<file path="src/rtl/if_fetch_ctrl.sv">
// Instruction-fetch controller: sequences PC requests to instruction memory,
// buffers one word across downstream stalls and handles EX branch redirects.
module if_fetch_ctrl #(
  parameter logic [31:0] RESET_PC = 32'h0000_0000,
  parameter int unsigned PC_STEP  = 4
) (
  input  logic        clk,
  input  logic        rst,
  input  logic        freeze,
  input  logic        branch_taken,
  input  logic [31:0] branch_addr,
  output logic        imem_req,
  output logic [31:0] imem_addr,
  input  logic        imem_ready,
  input  logic [31:0] imem_rdata,
  output logic        if_valid,
  output logic [31:0] if_pc,
  output logic [31:0] if_instr,
  output logic        flush,
  output logic [15:0] fetch_count
);

  typedef enum logic [1:0] {IDLE, REQ, HOLD, DRAIN} state_e;

  localparam logic [31:0] STEP = 32'(PC_STEP);

  state_e      state_q;
  logic [31:0] pc_q;
  logic [31:0] buf_q;
  logic [31:0] pend_q;
  logic        imem_req_q;
  logic        if_valid_q;
  logic [31:0] if_pc_q;
  logic [31:0] if_instr_q;
  logic        flush_q;
  logic [15:0] fetch_count_q;
  logic [31:0] pc_next_d;

  assign pc_next_d = pc_q + STEP;

  always_ff @(posedge clk) begin
    if (rst) begin
      state_q       <= IDLE;
      pc_q          <= RESET_PC;
      buf_q         <= 32'h0;
      pend_q        <= 32'h0;
      imem_req_q    <= 1'b0;
      if_valid_q    <= 1'b0;
      if_pc_q       <= 32'h0;
      if_instr_q    <= 32'h0;
      flush_q       <= 1'b0;
      fetch_count_q <= 16'h0;
    end else begin
      if_valid_q <= 1'b0;
      flush_q    <= branch_taken;
      case (state_q)
        IDLE: begin
          if (branch_taken) pc_q <= branch_addr;
          state_q    <= REQ;
          imem_req_q <= 1'b1;
        end
        REQ: begin
          if (branch_taken) begin
            // A redirect with the read still outstanding must wait for the
            // response before the new address can be presented.
            if (imem_ready) begin
              pc_q    <= branch_addr;
              state_q <= REQ;
            end else begin
              pend_q  <= branch_addr;
              state_q <= DRAIN;
            end
            imem_req_q <= 1'b1;
          end else if (imem_ready) begin
            if (freeze) begin
              buf_q      <= imem_rdata;
              state_q    <= HOLD;
              imem_req_q <= 1'b0;
            end else begin
              if_valid_q    <= 1'b1;
              if_instr_q    <= imem_rdata;
              if_pc_q       <= pc_next_d;
              pc_q          <= pc_next_d;
              fetch_count_q <= fetch_count_q + 16'd1;
              imem_req_q    <= 1'b1;
            end
          end else begin
            imem_req_q <= 1'b1;
          end
        end
        HOLD: begin
          if (branch_taken) begin
            pc_q       <= branch_addr;
            state_q    <= REQ;
            imem_req_q <= 1'b1;
          end else if (!freeze) begin
            if_valid_q    <= 1'b1;
            if_instr_q    <= buf_q;
            if_pc_q       <= pc_next_d;
            pc_q          <= pc_next_d;
            fetch_count_q <= fetch_count_q + 16'd1;
            state_q       <= REQ;
            imem_req_q    <= 1'b1;
          end else begin
            imem_req_q <= 1'b0;
          end
        end
        DRAIN: begin
          imem_req_q <= 1'b1;
          if (imem_ready) begin
            pc_q    <= branch_taken ? branch_addr : pend_q;
            state_q <= REQ;
          end else if (branch_taken) begin
            pend_q <= branch_addr;
          end
        end
        default: begin
          state_q    <= IDLE;
          imem_req_q <= 1'b0;
        end
      endcase
    end
  end

  assign imem_req    = imem_req_q;
  assign imem_addr   = pc_q;
  assign if_valid    = if_valid_q;
  assign if_pc       = if_pc_q;
  assign if_instr    = if_instr_q;
  assign flush       = flush_q;
  assign fetch_count = fetch_count_q;

endmodule

</file>
<file path="config.mk">
export PLATFORM = sky130hd
export DESIGN_NAME = if_fetch_ctrl
export DESIGN_NICKNAME = d
export VERILOG_FILES = /design/src/rtl/if_fetch_ctrl.sv
export SDC_FILE = /design/constraint.sdc
export NUM_CORES = 1
export LEC_CHECK = 0
export BUFFER_PORTS_ARGS = -buffer_cell sky130_fd_sc_hd__buf_2
export CORE_MARGIN = 2
export CORE_UTILIZATION = 55
export CTS_CLUSTER_SIZE = 8
export DETAILED_ROUTE_END_ITERATION = 10
export PLACE_DENSITY_LB_ADDON = 0.2
export SETUP_SLACK_MARGIN = 0.2
export SYNTH_ARGS = -nofsm -noshare
export SYNTH_HDL_FRONTEND = slang
export SYNTH_SLANG_ARGS = --single-unit
</file>
<file path="constraint.sdc">
create_clock -name clk -period 3.13 [get_ports clk]
set_clock_uncertainty 0.2 [all_clocks]
set_input_delay 0.939 -clock clk [delete_from_list [all_inputs] [get_ports clk]]
set_output_delay 0.939 -clock clk [all_outputs]
set_load 0.005 [all_outputs]
</file>
# Yosys cells after proc, flatten, opt, wreduce, memory -nomap -nowiden
# Cells that the tools add are included.
dict set report word_totals {
  ff_bits 181
  inputBits 69
  output_inout_bits 115
  wordCells 85
}
dict set report classes {
  n_addsub 2
  n_eq_ne 16
  n_mux 46
  n_bitwise 1
  n_reduce_logical 10
}
# op count
set ops {}
lappend ops {{$mux W32} 20}
lappend ops {{$pmux W32 S2} 3}
lappend ops {{$pmux W32 S4} 1}
lappend ops {{$mux W16} 4}
lappend ops {{$add A32 B3 Y32 const B} 1}
lappend ops {{$pmux W16 S2} 1}
lappend ops {{$ne A2 B2 Y1 const B} 10}
lappend ops {{$add A16 B1 Y16 const B} 1}
lappend ops {{$reduce_and A4 Y1} 4}
lappend ops {{$mux W2} 7}
lappend ops {{$ne A3 B3 Y1 const B} 3}
lappend ops {{$pmux W2 S4} 1}
lappend ops {{$mux W1} 7}
lappend ops {{$reduce_and A6 Y1} 1}
lappend ops {{$eq A2 B2 Y1 const B} 2}
lappend ops {{$reduce_bool A2 Y1} 2}
lappend ops {{$pmux W1 S3} 1}
lappend ops {{$reduce_and A3 Y1} 1}
lappend ops {{$eq A2 B1 Y1 const B} 1}
lappend ops {{$logic_not A2 Y1} 1}
lappend ops {{$pmux W1 S2} 1}
lappend ops {{$reduce_or A2 Y1} 1}
lappend ops {{$not A1 Y1} 1}

# Longest topological paths before layout
dict set report logic_depth {
  word_depth 5
  depth_mapped 10
  ltp_nobuf 7
}

# Worst setup path after synthesis
# Ideal clock, no wire load.
dict set report synth_timing {
  path_kind {input to register}
  from {input imem_ready}
  to {register pc_q[25], in the netlist imem_addr[25]}
  setup_ns 0.077
  arrival_ns 2.354
  required_time_ns 2.853
  path_slack_ns 0.499
  cell_stages 5
  path_buffers 1
  cell_sequence {o21ba_4 -> or4_1 -> buf_2 -> or4_4 -> a41oi_2}
}
dict set report synth_via {
  elab_chain_len 2
  elab_cells_between_ends 3
  cone_classes {2 x eq/ne; 1 x reduce/logical}
}
# item line_no
set synth_lines {}
lappend synth_lines {{from (decl)} 14} ;# input logic imem_ready,
lappend synth_lines {{$ne A2 B2 Y1 (no line)} --}
lappend synth_lines {{$reduce_and A3 Y1 (no line) *} --}
lappend synth_lines {{to (signal assigned)} 58} ;# if (branch_taken) pc_q <= branch_addr;
lappend synth_lines {{to (signal assigned)} 67} ;# pc_q <= branch_addr;
lappend synth_lines {{to (signal assigned)} 83} ;# pc_q <= pc_next_d;
lappend synth_lines {{to (decl)} 28} ;# logic [31:0] pc_q;
# Every way passes the cells marked *; elsewhere a longest branch is shown, timed or not.
# A chain may end at the register's enable or synchronous reset.

# Final worst setup path
dict set report layout_timing {
  from {register state_q[0]}
  to {register pc_q[17], in the netlist imem_addr[17]}
}
dict set report layout_via {
  elab_chain_len 3
  elab_cells_between_ends 9
  cone_classes {6 x eq/ne; 1 x mux; 2 x reduce/logical}
}
# item line_no
set layout_lines {}
lappend layout_lines {{from (decl)} 27} ;# state_e state_q;
lappend layout_lines {{from (signal assigned)} 43} ;# state_q <= IDLE;
lappend layout_lines {{from (signal assigned)} 59} ;# state_q <= REQ;
lappend layout_lines {{from (signal assigned)} 68} ;# state_q <= REQ;
lappend layout_lines {{$eq A2 B1 Y1, or another cell as far along} 56} ;# case (state_q)
lappend layout_lines {{$ne A2 B2 Y1 (no line)} --}
lappend layout_lines {{$reduce_and A3 Y1 (no line)} --}
# Parallel ways exist; a longest one is shown, timed or not.

==> impl_metrics.yaml <==
cts:
  post_cts_resized: 0
  clk_pin_slew_ns: 0.07
  clock_latency_ns: 0.43
  numCtsBuffers: 17
  cts_hold_buf: 0
  post_cts.repair.setup_buffers: 0
  htree_levels: 4
  clk_path_buf_depth: 2
  cts_tree: "built"
  cts_root_buf: "clkbuf_16"
  clock_sinks: 181
detailed_routing:
  drt_first_pass_iters: 5
  antenna_left: 0
  routedWlPerCell_um: 16.88
  drc_errors: 0
  vias_per_cell: 5.872
  drt_iter0_drc: 685
  totalWireLength_um: 23170
  vias: 8056
yosys:
  syn-num-nets: 1093
  yosys_most_used_dff: "dfxtp_1"
  synthArstFlopShare_pct: 0
  synth_edf_count: 0
  yosys.cell_types.count: 73
  syn_area_per_cell_um2: 8.249
  synthCells: 1017
  seq_area_frac_synth_pct: 43.19
  yosys_warnings: 0
  netlist_area_mm2: 0.008389
  synth-seq-cells: 181
timing:
  relSlewSlack_pct: 58.77
  slew_violations: 0
  fmax_ghz: 0.3635
  min_period_ns: 2.751
  fin_crit_sh_pct: 87.89
  grt_setup_unrepaired: "no"
  tns_ns: 0
  setup_viol: 0
  finalWorstSetupSlack_ns: 0.3789
  worst_pin_slew_ns: 0.6128
  finalHoldViolCount: 0
global_route:
  grt_pass1_wl_um: 36710
  grt_util_all_layers_pct: 28.17
  antenna_found_initial: 2
  grt_pass1_vias: 7170
  grt_overflow: 0
  grt_max_degree: 108
placed_design:
  portBuffers: 183
  place_ws_ns: 0.2140
  globalplace.congestion: 0.8898
  post-dp-hpwl_um: 16170
  place_inst: 1339
floorplanning:
  core_mm2: 0.01503
  die_h_um: 127.5
  start_util_pct: 55.81
  pin_count: 184
  die-area_mm2: 0.01626
  die_w_um: 127.5
  rows: 45
cells_and_area:
  fin_cells: 1372
  area_growth_pct: 20.06
  layout-drive-gt1-share_pct: 23.08
  final_nets: 1246
power:
  p_per_area_mw_per_mm2: 623.9
  power.leakage_nw: 4.019
  ir_worst_vdd_mv: 0.4190
worst_hold_path:
  min_from: "pend_q[16]"
  hold_path_class: "flip-flop to flip-flop"
  min_to: "pend_q[16]"
  hold-path-cell-count: 2
job:
  maxCapViolations: 0
critical_path:
  crit_type: "flip-flop to flip-flop"
  cp-start-kind: "flip-flop"
  r2r_slack_ns: 0.38
  critPathRequiredTime_ns: 3.29
  cp.arrival_ns: 2.91
  ff2ff_path_depth: 7
  worstReg2RegEnd: "imem_addr[17]"
  path_max_fanout: 23
  end_kind: "flip-flop"
  rr_startpoint: "state_q[0]"
  startpoint: "state_q[0]"
outcome:
  status: "finished, final reports clean"
sequential cells by signal (all words and copies together) (netlist names):
| name | flops |
|---|---|
| buf_q | 32 |
| if_instr | 32 |
| if_pc | 32 |
| imem_addr | 32 |
| pend_q | 32 |
| fetch_count | 16 |
| state_q | 2 |
| flush | 1 |
| if_valid | 1 |
| imem_req | 1 |
through the flow:
step	power, mW	instance area, um2	utilization, %	hold WS (ns)
2_1_floorplan	3.615	8389	-	0.2319
3_3_place_gp	4.138	9478	63.05	0.2384
3_5_place_dp	4.169	9478	63.05	0.2421
4_1_cts	6.294	10070	66.97	0.2517
5_1_grt	6.590	10070	66.98	0.2694
6_report	6.284	10070	67.00	0.2539
cell type report:
| type | count | area (um2) |
|---|---|---|
| Multi-Input combinational cell | 741 | 4382 |
| Antenna cell | 1 | 2.502 |
| Tap cell | 188 | 235.2 |
| Sequential cell | 181 | 3623 |
| Timing Repair Buffer | 216 | 1191 |
| Clock buffer | 18 | 429.2 |
| Inverter | 13 | 48.80 |
| Clock inverter | 14 | 160.2 |
| Fill cell | 1346 | 4961 |
how the worst max path moves through the flow:
stage / endpoint / cells after the start
final: imem_addr[17] / 7
after global routing: imem_addr[17] / 7
after CTS: imem_addr[10] / 7
after detailed placement: imem_addr[10] / 6
after global placement: imem_addr[25] / 5
after floorplan: imem_addr[25] / 5
cells in the final DEF (no fill, tap or decap), types with 12 or more instances in the layout:
cell type | synthesis | routed
nand3_1 | 18 | 18
xnor2_1 | 18 | 18
dfxtp_1 | 181 | 181
clkbuf_16 | 0 | 17
inv_1 | 13 | 13
a221oi_1 | 12 | 12
nand4_1 | 17 | 17
nand2b_1 | 12 | 12
nor2_1 | 101 | 100
mux2i_1 | 34 | 34
a21oi_1 | 103 | 103
xor2_1 | 19 | 19
buf_2 | 12 | 182
a211oi_1 | 47 | 46
o21ai_0 | 38 | 38
buf_4 | 4 | 32
nor3_1 | 21 | 21
nand2_1 | 168 | 168
synth_stat cells, types with 7 or more instances:
cell / n / share of area, %
nand4_1: 17 / 1.3
nand3_1: 18 / 1.1
nor2_1: 101 / 4.5
and3_1: 9 / 0.67
inv_1: 13 / 0.58
a21oi_1: 103 / 6.1
xor2_1: 19 / 2.0
ha_1: 7 / 1.0
a221oi_1: 12 / 1.3
nor3_1: 21 / 1.3
clkbuf_1: 58 / 2.6
buf_2: 12 / 0.72
a221o_1: 9 / 1.1
o21ai_0: 38 / 2.3
nand2_1: 168 / 7.5
nand2b_1: 12 / 0.89
xnor2_1: 18 / 1.9
a211oi_1: 47 / 4.2
dfxtp_1: 181 / 43
mux2i_1: 34 / 4.1
or3_1: 9 / 0.67
metal layers:
layer	up-vias	part of all wire (%)	global-route usage, %
li1	3926	-	-
met1	3752	43	39.20
met2	349	46	43.60
met3	27	10	7.412
met4	2	1.3	7.369
met5	-	0.056	0
worst max-delay path: stages, from the launching register on:
cell and delay, ns:
dfxtp_1 0.39, inv_1 0.11, ha_1 0.42, nor2b_2 0.26, a211o_2 0.54, buf_4 0.24, or3_1 0.36, a21oi_1 0.16
kinds of logic after synthesis:
group                    synth area share (%)
AND/OR/NAND/NOR                         22.19
AO/OA/AOI/OAI                           20.67
XOR/XNOR                                3.863
adder cells (fa/ha/maj)                 1.044
multiplexers                            4.191
buffers and inverters                   4.847
flip-flops                              43.19
power breakdown:
group / total [mW] / switching, mW / leakage (nW) / internal, mW
combinational: 1.40 / 0.811 / 2.25 / 0.592
sequential: 2.74 / 0.202 / 1.48 / 2.54
clock: 2.14 / 0.999 / 0.292 / 1.14
Note: power is estimated with default switching activity, not from simulation.
